<file path="config.mk">
export PLATFORM = sky130hd
export DESIGN_NAME = mbssoc_apic
export DESIGN_NICKNAME = d
export VERILOG_FILES = /design/src/rtl/mbssoc_apic_pkg.sv /design/src/rtl/mbssoc_apic_core_seq.sv /design/src/rtl/mbssoc_apic.sv
export SDC_FILE = /design/constraint.sdc
export NUM_CORES = 1
export LEC_CHECK = 0
export ABC_AREA = 1
export CORE_ASPECT_RATIO = 0.75
export CORE_UTILIZATION = 51
export CTS_CLUSTER_SIZE = 8
export DETAILED_ROUTE_END_ITERATION = 10
export HOLD_SLACK_MARGIN = 0.1
export PLACE_DENSITY = 0.84
export SYNTH_ARGS = -nofsm -noshare
export SYNTH_HDL_FRONTEND = slang
export SYNTH_SLANG_ARGS = --single-unit
</file>
<file path="constraint.sdc">
create_clock -name clk -period 2.6 [get_ports clk]
set_clock_uncertainty 0.05 [all_clocks]
set_input_delay 0.52 -clock clk [delete_from_list [all_inputs] [get_ports clk]]
set_output_delay 0.52 -clock clk [all_outputs]
set_load 0.1 [all_outputs]
</file>
<file path="src/rtl/mbssoc_apic_pkg.sv">
// mbssoc_apic shared definitions: ctrl_bus strobe indices,
// conf field offsets, FSM encodings and the vector selector.
package mbssoc_apic_pkg;

  localparam int CORE_NUM = 2;

  localparam int CB_CONF = 2;
  localparam int CB_PC0  = 3;
  localparam int CB_PC1  = 4;
  localparam int CB_INV  = 5;

  localparam int MASK_LSB  = 0;
  localparam int ROUTE_LSB = 8;
  localparam int START_LSB = 16;

  typedef enum logic [1:0] {
    BOOT_HALT = 2'd0,
    BOOT_LOAD = 2'd1,
    BOOT_RUN  = 2'd2
  } boot_e;

  typedef enum logic {
    IRQ_IDLE = 1'b0,
    IRQ_REQ  = 1'b1
  } irq_e;

  function automatic logic [2:0] lowest_idx(
    input logic [7:0] v
  );
    logic [2:0] r;
    r = '0;
    for (int i = 7; i >= 0; i--) begin
      if (v[i]) r = 3'(i);
    end
    return r;
  endfunction

endpackage

</file>
<file path="src/rtl/mbssoc_apic_core_seq.sv">
// One core's boot sequencer (HALT/LOAD/RUN) and
// interrupt request FSM (IDLE/REQ).
module mbssoc_apic_core_seq
  import mbssoc_apic_pkg::*;
#(
  parameter boot_e BOOT_INIT = BOOT_HALT
) (
  input  logic       clk,
  input  logic       rst_n,
  input  logic       conf_wr,
  input  logic       start,
  input  logic       cand_any,
  input  logic [2:0] cand_idx,
  input  logic       ack,
  output logic       core_rst_n,
  output logic       pc_load,
  output logic       irq,
  output logic [2:0] vec,
  output logic       pend_clr
);

  boot_e boot;
  irq_e  ist;
  logic  run;

  assign run      = (boot == BOOT_RUN);
  assign pend_clr = (ist == IRQ_REQ) && ack;

  // LOAD entered from reset waits one cycle with pc_load low,
  // so the pulse lands in the first cycle after reset release.
  always_ff @(posedge clk) begin
    if (!rst_n) begin
      boot       <= BOOT_INIT;
      core_rst_n <= 1'b0;
      pc_load    <= 1'b0;
    end else begin
      unique case (boot)
        BOOT_HALT: begin
          if (conf_wr && start) begin
            boot    <= BOOT_LOAD;
            pc_load <= 1'b1;
          end
        end
        BOOT_LOAD: begin
          if (!pc_load) begin
            pc_load <= 1'b1;
          end else begin
            boot       <= BOOT_RUN;
            pc_load    <= 1'b0;
            core_rst_n <= 1'b1;
          end
        end
        BOOT_RUN: begin
          if (conf_wr && !start) begin
            boot       <= BOOT_HALT;
            core_rst_n <= 1'b0;
          end
        end
        default: begin
          boot       <= BOOT_HALT;
          core_rst_n <= 1'b0;
          pc_load    <= 1'b0;
        end
      endcase
    end
  end

  always_ff @(posedge clk) begin
    if (!rst_n) begin
      ist <= IRQ_IDLE;
      irq <= 1'b0;
      vec <= '0;
    end else begin
      unique case (ist)
        IRQ_IDLE: begin
          if (run && cand_any) begin
            vec <= cand_idx;
            ist <= IRQ_REQ;
            irq <= 1'b1;
          end
        end
        IRQ_REQ: begin
          if (ack || !run) begin
            ist <= IRQ_IDLE;
            irq <= 1'b0;
          end
        end
      endcase
    end
  end

endmodule

</file>
<file path="src/rtl/mbssoc_apic.sv">
// APIC: conf/PC registers, strobe edge capture, pending
// interrupts and per-core boot/irq sequencing.
module mbssoc_apic
  import mbssoc_apic_pkg::*;
#(
  parameter int DATA_WIDTH = 32,
  parameter int IRQ_NUM    = 8,
  parameter logic [DATA_WIDTH-1:0] RESET_PC = '0
) (
  input  logic                  clk,
  input  logic                  rst_n,
  input  logic [5:0]            ctrl_bus,
  input  logic [DATA_WIDTH-1:0] data_bus,
  input  logic [IRQ_NUM-1:0]    irq_in,
  input  logic [1:0]            cpu_irq_ack,
  output logic [1:0]            cpu_rst_n,
  output logic [1:0]            cpu_pc_load,
  output logic [DATA_WIDTH-1:0] cpu0_pc,
  output logic [DATA_WIDTH-1:0] cpu1_pc,
  output logic [1:0]            cpu_irq,
  output logic [5:0]            cpu_irq_vec
);

  logic [2:0]         cb_q;
  logic [2:0]         rise;
  logic               conf_wr;
  logic               pc0_wr;
  logic               pc1_wr;
  logic [IRQ_NUM-1:0] irq_q;
  logic [IRQ_NUM-1:0] pend;
  logic [IRQ_NUM-1:0] clr;
  logic [IRQ_NUM-1:0] mask_q;
  logic [IRQ_NUM-1:0] route_q;
  logic [CORE_NUM-1:0] clr_v;
  logic [2:0]         vec_a [CORE_NUM];
  logic               unused_ok;

  assign unused_ok = ^ctrl_bus[1:0];

  assign rise    = ctrl_bus[CB_PC1:CB_CONF] & ~cb_q;
  assign conf_wr = rise[0] & ~ctrl_bus[CB_INV];
  assign pc0_wr  = rise[1] & ~ctrl_bus[CB_INV];
  assign pc1_wr  = rise[2] & ~ctrl_bus[CB_INV];

  always_comb begin
    clr = '0;
    for (int n = 0; n < CORE_NUM; n++) begin
      for (int i = 0; i < IRQ_NUM; i++) begin
        if (clr_v[n] && vec_a[n] == 3'(i)) clr[i] = 1'b1;
      end
    end
  end

  // A new edge overrides an ack clear of the same bit.
  always_ff @(posedge clk) begin
    if (!rst_n) begin
      cb_q    <= '0;
      irq_q   <= '0;
      pend    <= '0;
      mask_q  <= '0;
      route_q <= '0;
      cpu0_pc <= RESET_PC;
      cpu1_pc <= RESET_PC;
    end else begin
      cb_q  <= ctrl_bus[CB_PC1:CB_CONF];
      irq_q <= irq_in;
      pend  <= (pend & ~clr) | (irq_in & ~irq_q);
      if (conf_wr) begin
        mask_q  <= data_bus[MASK_LSB +: IRQ_NUM];
        route_q <= data_bus[ROUTE_LSB +: IRQ_NUM];
      end
      if (pc0_wr) cpu0_pc <= data_bus;
      if (pc1_wr) cpu1_pc <= data_bus;
    end
  end

  for (genvar g = 0; g < CORE_NUM; g++) begin : g_core
    logic [IRQ_NUM-1:0] cand;
    logic [7:0]         cand_w;

    assign cand   = pend & mask_q & (g == 0 ? ~route_q : route_q);
    assign cand_w = 8'(cand);

    mbssoc_apic_core_seq #(
      .BOOT_INIT(g == 0 ? BOOT_LOAD : BOOT_HALT)
    ) u_seq (
      .clk        (clk),
      .rst_n      (rst_n),
      .conf_wr    (conf_wr),
      .start      (data_bus[START_LSB + g]),
      .cand_any   (|cand),
      .cand_idx   (lowest_idx(cand_w)),
      .ack        (cpu_irq_ack[g]),
      .core_rst_n (cpu_rst_n[g]),
      .pc_load    (cpu_pc_load[g]),
      .irq        (cpu_irq[g]),
      .vec        (vec_a[g]),
      .pend_clr   (clr_v[g])
    );

    assign cpu_irq_vec[3*g +: 3] = vec_a[g];
  end

endmodule
</file>
==> summary.md <==
| Metric | Value |
|---|---|
| Mapped Nets | `647` |
| Clock Power Share | `43.9%` |
| Root Buffer | `clkbuf_16` |
| H-tree levels | `4` |
| # DRC | `0` |
| Worst EP arrival | `1140 ps` |
| RePlAce Congestion | `between 0.8 and 0.9` |
| Met1 Wirelength | `roughly 5200 µm` |
| Setup bufs post-CTS | `0` |
| Max-Cap Viols | `0` |
| Final slew viol count | `0` |
| Routed Antenna Nets | `0` |
| Ports | `126` |
| Setup repair after global routing missed its margin | `false` |
| Detail Placement HPWL | `8240 µm` |
| Filler instances | `624` |
| Gate power share | `about a fifth` |
| Multi-input gate area | `1860 µm²` |
| Startpoint types | `flop` |
| Diode count | `0` |
| Die area | `9260 µm²` |
| Slowest cell on the critical path | `dfxtp_1` |
| Largest net degree at the start of global routing | `62` |
| Req. time, crit path | `2030 ps` |
| Endpoints failing hold | `0` |
| Crit Path Max Fanout | `5` |
| Cts repair resizes | `0` |
| Least-Margin Pin Slew | `slightly above 600 ps` |
| Worst path cell trace | `buf_4` |
| Wire length on met3 | `824 µm` |
| Buffers on Ports | `123` |
| Fin crit period | `around 1700 ps` |
| Leak Pwr | `about 0.0027 µW` |
| Worst Setup Path Type | `flop to primary output` |
| Synth Cell Area | `4530 µm²` |
| WL met2 | `5870 µm` |
| Clock tree buffer depth | `2` |
| Tcrit/Tclk final | `between 60% and 70%` |
| Max VDD drop | `0.578 mV` |
| Clock buffer count from CTS | `17` |
| Via count | `4,335` |
| Switching share of power | `31.4%` |
| Max_slew headroom | `59.7%` |
| Simple-gate share of the synthesized area | `26.9%` |
| Share of power burned in registers | `36.9%` |
| Hold_sp | `irq_q[0]` |
| Syn Inst Count | `597` |
| Yosys Warn Count | `0` |
| First-pass GRT wire length | `20,500 µm` |
| Final setup vio count | `0` |
| Synth Register Bits | `117` |
| Wire length per cell | `14.7 µm` |
| Crit end category | `primary output` |
| Power per cell area | `around 900 nW/µm²` |
| Netlist cell types | `24` |
| Int Pwr | `3720 µW` |
| Initial antenna violation count | `0` |
| Outcome | `complete, no violations` |
| DR top layer | `met4` |
| CP max stage delay | `410 ps` |
| Largest family of logic cells by synthesized area | `simple AND/OR/NAND/NOR gates` |
| Total power | `5430 µW` |
| RR Startpoint | `cb_q[0]` |
| Layout cell share with drive strength beyond 1 | `a little under a fifth` |
| Chip height | `approximately 84 µm` |
| Initial core utilization | `53.1%` |
| CP bufs+invs | `1` |
| 1st-iter DRT viols | `roughly 250` |
| Xor and xnor area share after synthesis | `0%` |
| Hold Crit Class | `flop to flop` |
| Via density | `5.22` |
| CTS clk-pin slew, worst paths | `approximately 60 ps` |
| DRT Wirelength | `roughly 12,000 µm` |
| Family with the most delay on the worst path | `flip-flops` |
| CTS tree | `done` |
| Congestion Overflow GR | `0` |
| Core area | `~8500 µm²` |
| TNS Setup | `0 ps` |
| All-Layer GR Usage | `27.7%` |
| Area growth, synth to finish | `36.2%` |
| Vias in the first global route | `4,338` |
| DIE WIDTH | `111 µm` |
| Area share of fa/ha/maj cells after synthesis | `0%` |
| Net Switching | `about 1700 µW` |
| Mux cell area share after synthesis | `0%` |
| CP startpoint | `g_core[1].u_seq.vec[1]` |
| # rows | `29` |
| Pre-antenna DRT Iters | `6` |
| Syn Area/Cell | `7.58 µm²` |
| Reg area | `2340 µm²` |
| Sequential area share after synthesis | `51.8%` |
| Highest clock rate | `584 MHz` |
| Worst-Skew Late Latency | `slightly above 400 ps` |
| Nets | `760` |
| Clock sinks | `117` |
| Post-CTS Hold Buffers | `0` |
| Synth Area in Compound Gates | `14.1%` |
registers in the layout, summed over array words and instances, names as in the netlist:
signal and count:
g_core.u_seq.vec 6, g_core.u_seq.pc_load 2, pend 8, cpu0_pc 32
irq_q 8, g_core.u_seq.core_rst_n 2, g_core.u_seq.boot 4, g_core.u_seq.ist 2
cpu1_pc 32, g_core.u_seq.irq 2, cb_q 3, route_q 8
mask_q 8
worst paths after layout:
check | cells past startpoint | slack (ps) | endpoint
max reg2reg | 5 | 1260 | g_core[0].u_seq.pc_load
min reg2reg | 1 | 360 | pend[0]
max | 1 | 890 | cpu_irq_vec[4]
min | 1 | 360 | pend[0]
layer usage:
layer	track usage (%)	up-vias
li1	-	2142
met1	33.1	2022
met2	46.5	145
met3	9.44	26
met4	9.45	0
met5	0	-
cells in the mapped netlist, drive strengths merged:
library cell	n	area, µm²
dfxtp	117	2340
clkbuf	10	37.5
o21bai	2	15.0
a21oi	21	113
nand3b	3	22.5
o21ai	94	470
nand2	80	310
a31oi	2	12.5
inv	39	146
nand4	8	50.1
buf	24	143
o211ai	2	15.0
nor2	174	686
o22ai	2	12.5
nand3	19	150
metrics by stage:
step | worst slack, ps | cells | hold slack, ps | area (µm²) | util, %
after floorplan | 939 | 597 | 349 | 4530 | -
after global placement | 594 | 799 | 357 | 5550 | 65.1
final | 887 | 830 | 364 | 6160 | 72.3
after CTS | 885 | 830 | 369 | 6160 | 72.3
after detailed placement | 551 | 799 | 359 | 5550 | 65.1
after global routing | 808 | 830 | 378 | 6160 | 72.3
final cells by class:
cell class	instances	share of cell area, %
Sequential cell	117	38.0
Multi-Input combinational cell	407	30.1
Timing Repair Buffer	128	17.4
Clock buffer	20	7.41
Clock inverter	11	2.48
Inverter	39	2.38
Tap cell	108	2.19
placed cells by master (no fill, tap or decap), drive strengths merged:
cell type and count:
a21oi 21, clkinv 2, a31oi 2, clkbuf 20
clkinvlp 6, nand3b 3, bufinv 3, nand4 8
nor2 174, clkdlybuf4s50 46, o211ai 2, nand3 19
inv 39, dfxtp 117, o21ai 94, buf 82
nand2 80, o22ai 2, o21bai 2
power by group through the flow:
stage               Combinational, µW  Sequential (µW)  Clock, µW
global placement                 1020             2030          0
CTS                              1040             2000       2400
detailed placement               1030             2030          0
global route                     1100             2010       2480
finish                           1040             2000       2390
floorplan                         328             2480          0
cell families after synthesis:
kind of cell,Yosys count
compound gates,123
simple gates,284
flops,117
buf+inv,73
Note: power is estimated with default switching activity, not from simulation.
